`src/rtl/bist_pkg.sv`:
```
// rtl/bist_pkg.sv - shared FSM encoding and defaults for the BIST response demux
// Contents: state constants (IDLE/CAPTURE/DONE), default word width, default MISR taps.
package bist_pkg;

    localparam int          W_DEF         = 6;
    localparam logic [5:0]  MISR_POLY_DEF = 6'h03;

    localparam logic [1:0]  ST_IDLE       = 2'd0;
    localparam logic [1:0]  ST_CAPTURE    = 2'd1;
    localparam logic [1:0]  ST_DONE       = 2'd2;

endpackage

```
`src/rtl/bist_misr_step.sv`:
```
// rtl/bist_misr_step.sv - combinational next-signature step of a W-bit MISR
// Ports:
//   cur  in   W  current signature
//   din  in   W  response word folded in this step
//   nxt  out  W  next signature
module bist_misr_step #(
    parameter int         W    = 6,
    parameter logic [W-1:0] POLY = W'(6'h03)
) (
    input  logic [W-1:0] cur,
    input  logic [W-1:0] din,
    output logic [W-1:0] nxt
);

    // Shift left, fold the outgoing MSB back through the taps, then mix in the word.
    always_comb begin
        nxt = {cur[W-2:0], 1'b0} ^ (cur[W-1] ? POLY : '0) ^ din;
    end

endmodule

```
`src/rtl/bist_resp_demux.sv`:
```
// rtl/bist_resp_demux.sv - steers a BIST response stream into one of four capture registers
// Optional feature macro: BIST_DEMUX_MISR_EN (capture registers compact words as a MISR).
// Ports:
//   clk       in   1   clock, all state on rising edge
//   rst       in   1   synchronous active-high reset
//   start     in   1   begins a run when idle
//   sel       in   2   target channel, sampled on accepted start
//   in_valid  in   1   response word valid
//   in_data   in   W   response word
//   in_ready  out  1   word accepted this cycle when in_valid
//   y0..y3    out  W   channel capture registers
//   ch_valid  out  4   per-channel run-complete flags
//   busy      out  1   run in progress
//   done      out  1   one-cycle end-of-run pulse
module bist_resp_demux
    import bist_pkg::*;
#(
    parameter int           W         = W_DEF,
    parameter int           NWORDS    = 4,
    parameter logic [W-1:0] MISR_POLY = W'(MISR_POLY_DEF)
) (
    input  logic         clk,
    input  logic         rst,
    input  logic         start,
    input  logic [1:0]   sel,
    input  logic         in_valid,
    input  logic [W-1:0] in_data,
    output logic         in_ready,
    output logic [W-1:0] y0,
    output logic [W-1:0] y1,
    output logic [W-1:0] y2,
    output logic [W-1:0] y3,
    output logic [3:0]   ch_valid,
    output logic         busy,
    output logic         done
);

    localparam int            CW   = (NWORDS > 1) ? $clog2(NWORDS) : 1;
    localparam logic [CW-1:0] LAST = CW'(NWORDS - 1);

    logic [1:0]    state;
    logic [1:0]    sel_q;
    logic [CW-1:0] count;
    logic [W-1:0]  y_q [4];
    logic [3:0]    ch_valid_q;
    logic          done_q;
    logic          beat;
    logic [W-1:0]  y_next;

    assign in_ready = (state == ST_CAPTURE);
    assign busy     = (state == ST_CAPTURE) || (state == ST_DONE);
    assign beat     = in_valid & in_ready;

`ifdef BIST_DEMUX_MISR_EN
    // Only the selected channel ever advances, so one step function on the sel_q path suffices.
    bist_misr_step #(
        .W    (W),
        .POLY (MISR_POLY)
    ) u_misr_step (
        .cur (y_q[sel_q]),
        .din (in_data),
        .nxt (y_next)
    );
`else
    logic unused_misr_poly;
    assign unused_misr_poly = ^MISR_POLY;
    assign y_next           = in_data;
`endif

    always_ff @(posedge clk) begin
        if (rst) begin
            state      <= ST_IDLE;
            sel_q      <= 2'd0;
            count      <= '0;
            ch_valid_q <= 4'b0;
            done_q     <= 1'b0;
            for (int i = 0; i < 4; i++) begin
                y_q[i] <= '0;
            end
        end else begin
            done_q <= 1'b0;
            case (state)
                ST_IDLE: begin
                    // A word presented alongside start is not accepted: in_ready is low here.
                    if (start) begin
                        sel_q           <= sel;
                        y_q[sel]        <= '0;
                        ch_valid_q[sel] <= 1'b0;
                        count           <= '0;
                        state           <= ST_CAPTURE;
                    end
                end
                ST_CAPTURE: begin
                    if (beat) begin
                        y_q[sel_q] <= y_next;
                        count      <= count + 1'b1;
                        if (count == LAST) begin
                            state  <= ST_DONE;
                            done_q <= 1'b1;
                        end
                    end
                end
                ST_DONE: begin
                    ch_valid_q[sel_q] <= 1'b1;
                    state             <= ST_IDLE;
                end
                default: begin
                    state <= ST_IDLE;
                end
            endcase
        end
    end

    assign y0       = y_q[0];
    assign y1       = y_q[1];
    assign y2       = y_q[2];
    assign y3       = y_q[3];
    assign ch_valid = ch_valid_q;
    assign done     = done_q;

endmodule

```
`config.mk`:
```
export PLATFORM = sky130hd
export DESIGN_NAME = bist_resp_demux
export DESIGN_NICKNAME = d
export VERILOG_FILES = /design/src/rtl/bist_pkg.sv /design/src/rtl/bist_misr_step.sv /design/src/rtl/bist_resp_demux.sv
export SDC_FILE = /design/constraint.sdc
export NUM_CORES = 1
export LEC_CHECK = 0
export CORE_UTILIZATION = 45
export CTS_CLUSTER_SIZE = 10
export DETAILED_ROUTE_END_ITERATION = 12
export PLACE_DENSITY = 0.82
export SYNTH_ARGS = -nofsm -noshare
export SYNTH_HDL_FRONTEND = slang
export SYNTH_SLANG_ARGS = --single-unit
```
`constraint.sdc`:
```
create_clock -name clk -period 3.3 [get_ports clk]
set_clock_uncertainty 0.05 [all_clocks]
set_input_delay 0.33 -clock clk [delete_from_list [all_inputs] [get_ports clk]]
set_output_delay 0.33 -clock clk [all_outputs]
set_load 0.005 [all_outputs]
```
==> flow_metrics.tcl, run 1 <==
set metrics [dict create \
    yosysUniqueCellTypes 27 \
    pwr-share-comb 0.282 \
    crit_path_end_kind "flip-flop" \
    crit_type "reg2reg" \
    seq_area_frac_synth 0.6050 \
    power_switching_uw 298.7 \
    max_slew_margin 0.5832 \
    finalCritPeriodShare 0.6657 \
    grt_pass1_vias 1023 \
    drt_wl_total_microns 2945 \
    synth_top_family_by_area "simple AND/OR/NAND/NOR gates" \
    grt-ovfl-total 0 \
    regArea_sq_um 940.9 \
    vias_per_cell 5.087 \
    drv_cap 0 \
    drc 0 \
    grtUsageTotal 0.1792 \
    layout-drive-gt1-share 0.06322 \
    htreeDepth 2 \
    fin_ws_ns 1.103 \
    cp_max_fo 11 \
    drt-initial-drc-count 24 \
    max_stage_delay_ns 0.52 \
    wl_per_cell_microns 13.51 \
    ant_nets 0 \
    critPathLaunchType "flip-flop" \
    path_clk_slew_ns 0.10 \
    synth-simple-area-share 0.2188 \
    synth_compound_area_frac 0.08367 \
    ys_ff_latch 35 \
    cts_resized 0 \
    synthAdderAreaFrac 0.04827 \
    final_nets 191 \
    p_int_uw 761.0 \
    power_density_nw_per_um2 514.2 \
    post_cts_buffers 0 \
    postSynthAreaPerCell_sq_um 12.25 \
    clk_latency_ns 0.32 \
    cts_tree "built" \
    fin_area_sq_um 2061 \
    slew_violations 0 \
    initial_core_util 0.4933 \
    p_sw_frac 0.2819 \
    crit_chain "inv_1 -> ha_1 -> nand2_1 -> nand2_1 -> o221ai_1" \
    critPathArrivalTime_ns 2.11 \
    worst_pin_slew_ns 0.6252 \
    post_dp_cell_area_sq_um 2011 \
    cts_inserted_buffers 5 \
    num_vias 1109 \
    row_count 20 \
    cpMaxStageDelayCell "o221ai_1" \
    place.gp.congestion 0.8138 \
    cts_max_path_buffers 2 \
    setup_tns_ns 0 \
    clock-sinks 35 \
    synth_edf_count 24 \
    final_common_cell "clkdlybuf4s50_1" \
    muxShareOfSynthArea 0.01931 \
    io_pins 43 \
    ys_async_sr_fraction 0 \
    area_delta_synth_final_pct 32.50 \
    grt_setup_unrepaired "false" \
    p_leak_nw 0.7733 \
    grt_max_degree 15 \
    crit_top_cell "nand2_1" \
    fillCellCount 256 \
    hpwl_microns 2246 \
    clock-root-buffer "clkbuf_4" \
    final_cell_mix "clkdlybuf4s50_1, and2_1, edfxtp_1" \
    hold_class "reg2reg" \
    syn-num-nets 145 \
    status "finished, final reports clean" \
    grt_pass1_wl_microns 4623 \
    multiInputGateArea_sq_um 575.6 \
    peakVddDrop_mv 0.3621 \
    synth_cells 127 \
    post-place-ws_ns 0.9774 \
    fmax_mhz 455.2 \
    cp.required_ns 3.21 \
    die_w_microns 60.79 \
    design.die.area_sq_um 3695 \
    dr.pass1.iters 4 \
    synth_warnings 0 \
    clock_power_share 0.195 \
    seq_power_share 0.523 \
    synth-xor-area-share 0 \
    coreArea_sq_um 3153 \
    port_buffers 42 \
    netlist_area_sq_um 1555 \
    finalHoldViolCount 0 \
    antenna_found_initial 0 \
    period_minus_slack_ns 2.197 \
    ys.flop_type "edfxtp_1" \
    ctsHoldBuffers 0 \
    die_y_microns 60.79 \
    num_antenna_cells 0 \
    setup_viol_count_final 0 \
]
## power by group through the flow
stage                     combinational (mW)  clock, mW  sequential (mW)
final                                  0.299      0.206            0.555
after global routing                   0.330      0.233            0.562
after CTS                              0.302      0.216            0.555
after detailed placement               0.300          0            0.565
after global placement                 0.294          0            0.563
after floorplan                        0.152          0            0.566
## flip-flops by register name (all words and copies together), names as in the netlist
name and flops:
ch_valid 4, done 1, state 2, y_q 24, count 2, sel_q 2
## critical path: cells and delay by family, from the launching register on
family                     cells  cell delay (ns)
AOI/OAI and AO/OA              1             0.52
adders and majority gates      1             0.26
buffers and inverters          1             0.09
DFF                            1             0.36
and+or+nand+nor                2             0.55
## area by class of cell
cell class,count,area share
clock inverters,2,0.004250
multi-input cells,84,0.2793
clock buffers,6,0.02004
well taps,44,0.02672
inverters,5,0.009107
flip-flops and latches,35,0.4566
repair buffers,42,0.2040
## cell families (layout without fill, tap and decap cells)
family          after synthesis  count (layout)
fa+ha+maj                     6               6
mux                           3               3
flops                        35              35
buf+inv                       8              55
compound gates               18              18
simple gates                 57              57
## per-stage QoR
step / hold WS [ns] / power, mW / util / cells
floorplan: 0.4015 / 0.7186 / - / 127
detailed placement: 0.4280 / 0.8645 / 0.6377 / 210
finish: 0.4428 / 1.060 / 0.6536 / 218
global placement: 0.4184 / 0.8566 / 0.6377 / 210
CTS: 0.4430 / 1.073 / 0.6536 / 218
global route: 0.4604 / 1.125 / 0.6536 / 218
## path summary, 6_finish.rpt
check,start,cells past startpoint,to,slack (ns)
max,state[1]$_SDFFE_PP0P_,5,y_q[3][2]$_DFFE_PP_,1.10
min,state[1]$_SDFFE_PP0P_,2,state[1]$_SDFFE_PP0P_,0.44
max reg2reg,state[1]$_SDFFE_PP0P_,5,y_q[3][2]$_DFFE_PP_,1.10
min reg2reg,state[1]$_SDFFE_PP0P_,2,state[1]$_SDFFE_PP0P_,0.44
## cells in the mapped netlist (2+ instances only)
cell type  count  area, sq um
o311ai_0       3        26.28
nand2b_1       3        18.77
edfxtp_1      24        720.7
nor2b_1        3        18.77
mux2i_1        3        30.03
and2_1        25        156.4
buf_4          2        15.01
nor3_4         2        32.53
dfxtp_1       11        220.2
o221ai_1       3        26.28
nand2_1       13        48.80
inv_1          5        18.77
ha_1           6        75.07
nand3_1        5        25.02
o21ai_0        4        20.02
nor3_1         2        10.01
a21oi_1        3        15.01
## routing by layer
metal,global-route usage,part of all wire,vias to the layer above
li1,-,-,546
met4,0.08766,0.0095,0
met2,0.2983,0.48,44
met1,0.2189,0.44,515
met3,0.04264,0.064,4
met5,0,0,-
No activity file was read; power rests on OpenSTA's default activity.
==> run 2, diff against run 1 <==
- clock period: 3.3 -> 2.2 ns (I/O delays scaled with it)
==> run 2 against run 1 <==
Net effect:
- maximum frequency is 15% higher
- register-to-register slack worse by 0.81 ns
- critical path depth is 1 higher
- wire length is 6.2% higher
- power is 65% higher
- cell area is 3.1% higher
- sequential power is 50% higher
- critical endpoint is now y_q[2][3]$_SDFFCE_PN0P_
- critical path type unchanged
- die area stayed put
- sequential cell count stayed put
- global-route usage is 0.44 points higher
- largest cell class unchanged
- worst setup slack worse by 0.81 ns
- worst hold slack better by 0.0028 ns
==> flow_metrics.tcl, run 2 (synthesis results as in run 1) <==
set metrics [dict create \
    place.gp.congestion 0.8554 \
    worst_pin_slew_ns 0.3874 \
    crit_path_end_kind "flip-flop" \
    drv_cap 0 \
    clock-sinks 35 \
    area_delta_synth_final_pct 36.61 \
    grt_max_degree 15 \
    power_switching_uw 479.0 \
    drt_wl_total_microns 3128 \
    slew_violations 0 \
    grt_setup_unrepaired "false" \
    status "finished, final reports clean" \
    finalHoldViolCount 0 \
    row_count 20 \
    dr.pass1.iters 4 \
    coreArea_sq_um 3153 \
    antenna_found_initial 0 \
    p_leak_nw 0.8096 \
    layout-drive-gt1-share 0.09497 \
    cts_inserted_buffers 5 \
    final_common_cell "clkdlybuf4s50_1" \
    largest_register_ffs 24 \
    post_cts_buffers 0 \
    final_nets 196 \
    cp.required_ns 2.22 \
    hold_class "reg2reg" \
    clock_power_share 0.256 \
    p_sw_frac 0.2742 \
    wl_per_cell_microns 14.03 \
    seq_power_share 0.478 \
    final_cell_mix "clkdlybuf4s50_1, and2_1, edfxtp_1" \
    critPathLaunchType "flip-flop" \
    crit_chain "inv_1 -> ha_1 -> nand2_1 -> nand2_1 -> o221ai_1 -> buf_4" \
    period_minus_slack_ns 1.909 \
    grt_pass1_vias 1072 \
    ant_nets 0 \
    cp_max_fo 10 \
    peakVddDrop_mv 0.5399 \
    drt-initial-drc-count 45 \
    path_clk_slew_ns 0.11 \
    die_y_microns 60.79 \
    reg2regPathDepth 6 \
    die_w_microns 60.79 \
    crit_type "reg2reg" \
    port_buffers 42 \
    post_dp_cell_area_sq_um 2048 \
    grt-ovfl-total 0 \
    hpwl_microns 2409 \
    largest-register "y_q" \
    pwr-share-comb 0.266 \
    clk_latency_ns 0.34 \
    fillCellCount 270 \
    num_antenna_cells 0 \
    power_density_nw_per_um2 822.4 \
    initial_core_util 0.4933 \
    clock-root-buffer "clkbuf_4" \
    cpMaxStageDelayCell "dfxtp_1" \
    grtUsageTotal 0.1836 \
    ctsHoldBuffers 0 \
    finalCritPeriodShare 0.8677 \
    drc 0 \
    cts_max_path_buffers 2 \
    htreeDepth 2 \
    p_int_mw 1.268 \
    max_slew_margin 0.7396 \
    critPathArrivalTime_ns 1.92 \
    holdPathStages 2 \
    grt_pass1_wl_microns 4698 \
    num_vias 1143 \
    max_stage_delay_ns 0.38 \
    setup_tns_ns 0 \
    vias_per_cell 5.126 \
    crit_top_cell "nand2_1" \
    fin_area_sq_um 2125 \
    cts_tree "built" \
    setup_viol_count_final 0 \
    cts_resized 0 \
    fmax_mhz 523.8 \
    io_pins 43 \
    design.die.area_sq_um 3695 \
]
## run 2: final cells by class
type	instances	area (sq um)	area share
clock inverter	3	38.79	0.01826
multi-input combinational	84	575.6	0.2709
timing repair buffer	47	457.9	0.2155
tap	44	55.05	0.02591
sequential	35	940.9	0.4429
clock buffer	5	37.54	0.01767
inverter	5	18.77	0.008834
## run 2: worst max-delay path: cells and delay by family, from the launching register on
kind                     cells  cell delay, ns
AND/OR/NAND/NOR              2            0.44
adder cells (fa/ha/maj)      1            0.26
AO/OA/AOI/OAI                1            0.20
buffers and inverters        2            0.30
flip-flops                   1            0.38
## run 2: metal layers
| layer | global-route usage | wire length, microns | vias to the layer above |
|---|---|---|---|
| met3 | 0.07463 | 230 | 5 |
| met1 | 0.1953 | 1289 | 527 |
| li1 | - | - | 560 |
| met5 | 0 | 0 | - |
| met2 | 0.3218 | 1576 | 51 |
| met4 | 0.07792 | 32 | 0 |
## run 2: stage by stage
step | total power, mW | setup slack [ns] | utilization | hold slack [ns] | std cells
after floorplan | 1.078 | 0.3451 | - | 0.3175 | 127
after global placement | 1.296 | 0.3260 | 0.6496 | 0.4184 | 215
after detailed placement | 1.314 | 0.2621 | 0.6496 | 0.4375 | 215
after CTS | 1.759 | 0.2888 | 0.6738 | 0.4524 | 223
after global routing | 1.836 | 0.05409 | 0.6738 | 0.4755 | 223
final | 1.747 | 0.2910 | 0.6738 | 0.4456 | 223
## run 2: power groups by stage
| stage | Sequential [mW] | Combinational (mW) | Clock [mW] |
|---|---|---|---|
| after floorplan | 0.850 | 0.228 | 0 |
| after global placement | 0.844 | 0.452 | 0 |
| after detailed placement | 0.851 | 0.463 | 0 |
| after CTS | 0.835 | 0.468 | 0.457 |
| after global routing | 0.843 | 0.514 | 0.479 |
| final | 0.835 | 0.464 | 0.448 |
## run 2: final timing paths
path | from | endpoint | slack, ns
worst max-delay path | state[1]$_SDFFE_PP0P_ | y_q[2][3]$_SDFFCE_PN0P_ | 0.29
worst min-delay path | ch_valid[2]$_SDFFE_PP0P_ | ch_valid[2]$_SDFFE_PP0P_ | 0.45
worst max register to register | state[1]$_SDFFE_PP0P_ | y_q[2][3]$_SDFFCE_PN0P_ | 0.29
worst min register to register | ch_valid[2]$_SDFFE_PP0P_ | ch_valid[2]$_SDFFE_PP0P_ | 0.45
==> run 3, diff against run 2 <==
- RECOVER_POWER: unset -> 25
==> run 3 against run 2 <==
Net effect:
- global-route usage unchanged
- via count fell by 0.26%
- clock-buffer cell count stayed put
- non-clock buffer count is the same
- critical path depth stayed put
- clock power about the same
- first-iteration DRC count increased by 2.2%
- core utilization stayed put
- wire length down 0.74%
- power shrank 1.1%
- sequential cell count unchanged
==> flow_metrics.tcl, run 3 (synthesis results as in run 1) <==
set metrics [dict create \
    status "finished, final reports clean" \
    cpMaxStageDelayCell "dfxtp_1" \
    crit_family "simple AND/OR/NAND/NOR gates" \
    clk_latency_ns 0.33 \
    post_cts_buffers 0 \
    clock-sinks 35 \
    path_clk_slew_ns 0.11 \
    hold_class "reg2reg" \
    die_w_microns 60.79 \
    slew_violations 0 \
    seq_power_share 0.482 \
    final_nets 196 \
    finalCritPeriodShare 0.8666 \
    ant_nets 0 \
    crit_type "reg2reg" \
    clock-root-buffer "clkbuf_4" \
    met1Wirelength_microns 1222 \
    drv_cap 0 \
    cts_resized 0 \
    io_pins 43 \
    regArea_sq_um 940.9 \
    die_y_microns 60.79 \
    multiInputGateArea_sq_um 575.6 \
    num_vias 1140 \
    holdCritStartpoint "ch_valid[2]$_SDFFE_PP0P_" \
    grtUsageTotal 0.1836 \
    place.gp.congestion 0.8554 \
    htreeDepth 2 \
    holdPathStages 2 \
    path_depth 6 \
    finalHoldViolCount 0 \
    pwr-share-comb 0.260 \
    ctsHoldBuffers 0 \
    reg2reg_to "y_q[2][3]$_SDFFCE_PN0P_" \
    layout-drive-gt1-share 0.09497 \
    critPathLaunchType "flip-flop" \
    cts_max_path_buffers 2 \
    dr.pass1.iters 4 \
    crit_top_cell "nand2_1" \
    p_leak_nw 0.8389 \
    worst_pin_slew_ns 0.3853 \
    hpwl_microns 2409 \
    p_sw_frac 0.2749 \
    p_int_mw 1.254 \
    clock_power_share 0.259 \
    crit_chain "inv_1 -> ha_1 -> nand2_1 -> nand2_1 -> o221ai_1 -> buf_4" \
    setup_viol_count_final 0 \
    final_common_cell "and2_1" \
    grt_max_degree 15 \
    peakVddDrop_mv 0.5379 \
    r2r-start "state[1]$_SDFFE_PP0P_" \
    largest_register_ffs 24 \
    power_switching_uw 475.2 \
    power_density_nw_per_um2 813.7 \
    grt_pass1_vias 1072 \
    num_antenna_cells 0 \
    cp.buffers_inverters 2 \
    largest-register "y_q" \
    final_cell_mix "and2_1, clkdlybuf4s50_1, edfxtp_1" \
    grt-ovfl-total 0 \
    max_slew_margin 0.7410 \
    vias_per_cell 5.112 \
    initial_core_util 0.4933 \
    wl_met2_microns 1584 \
    critPathArrivalTime_ns 1.92 \
    crit_path_end_kind "flip-flop" \
    top_layer "met4" \
    grt_pass1_wl_microns 4698 \
    coreArea_sq_um 3153 \
    row_count 20 \
    drt_wl_total_microns 3105 \
    drt-initial-drc-count 46 \
    fmax_mhz 524.5 \
    area_delta_synth_final_pct 36.61 \
    reg2regPathDepth 6 \
    cts_inserted_buffers 5 \
    cp_max_fo 10 \
    drc 0 \
    max_stage_delay_ns 0.38 \
    design.die.area_sq_um 3695 \
    cts_tree "built" \
    grt_setup_unrepaired "false" \
    cp.required_ns 2.21 \
    setup_tns_ns 0 \
    period_minus_slack_ns 1.907 \
    fillCellCount 270 \
    rrSetupSlack_ns 0.29 \
    final_util 0.6738 \
    met3_length_microns 267 \
    port_buffers 42 \
    wl_per_cell_microns 13.92 \
    antenna_found_initial 0 \
    hold_path_end "ch_valid[2]$_SDFFE_PP0P_" \
]
==> run 3: changes by cell type in the layout (fill, tap and decap cells not counted) <==
| cell | delta |
|---|---|
| clkdlybuf4s50_1 | -18 |
| dlygate4sd3_1 | +18 |
==> run 3: layer usage <==
layer	global-route usage	vias up
li1	-	560
met1	0.1953	512
met2	0.3218	65
met3	0.07463	3
met4	0.07792	0
met5	0	-
==> run 3: through the flow <==
| stage | area [sq um] | hold slack, ns | power [mW] | setup slack [ns] | cells |
|---|---|---|---|---|---|
| 6_report | 2125 | 0.4442 | 1.729 | 0.2935 | 223 |
| 3_5_place_dp | 2048 | 0.4375 | 1.314 | 0.2621 | 215 |
| 3_3_place_gp | 2048 | 0.4184 | 1.296 | 0.3260 | 215 |
| 4_1_cts | 2125 | 0.4524 | 1.759 | 0.2888 | 223 |
| 2_1_floorplan | 1555 | 0.3175 | 1.078 | 0.3451 | 127 |
| 5_1_grt | 2125 | 0.4755 | 1.820 | 0.05409 | 223 |
==> run 3: layout make-up <==
type	instances	area share
clock buffers	5	0.01767
repair buffers	47	0.2155
multi-input cells	84	0.2709
well taps	44	0.02591
inverters	5	0.008834
flip-flops and latches	35	0.4429
clock inverters	3	0.01826
==> run 3: power groups by stage <==
stage               logic (mW)  clock network, mW  registers, mW
floorplan                0.228                  0          0.850
global placement         0.452                  0          0.844
detailed placement       0.463                  0          0.851
CTS                      0.468              0.457          0.835
global route             0.500              0.479          0.841
finish                   0.449              0.447          0.833
==> run 3: worst register-to-register path, delay by kind of cell, from the launching register on <==
kind            cells  cell delay (ns)
compound gates      1             0.20
fa+ha+maj           1             0.26
buf+inv             2             0.30
flops               1             0.38
simple gates        2             0.45
==> run 3: how the worst max path moves through the flow <==
stage / from / to / slack, ns
floorplan: state[1]$_SDFFE_PP0P_ / y_q[3][0]$_DFFE_PP_ / 0.35
global placement: in_valid / y_q[0][2]$_SDFFCE_PN0P_ / 0.33
detailed placement: in_valid / y_q[0][5]$_SDFFCE_PN0P_ / 0.26
CTS: state[1]$_SDFFE_PP0P_ / in_ready / 0.29
global route: state[1]$_SDFFE_PP0P_ / y_q[0][5]$_SDFFCE_PN0P_ / 0.05
finish: state[1]$_SDFFE_PP0P_ / y_q[2][3]$_SDFFCE_PN0P_ / 0.29
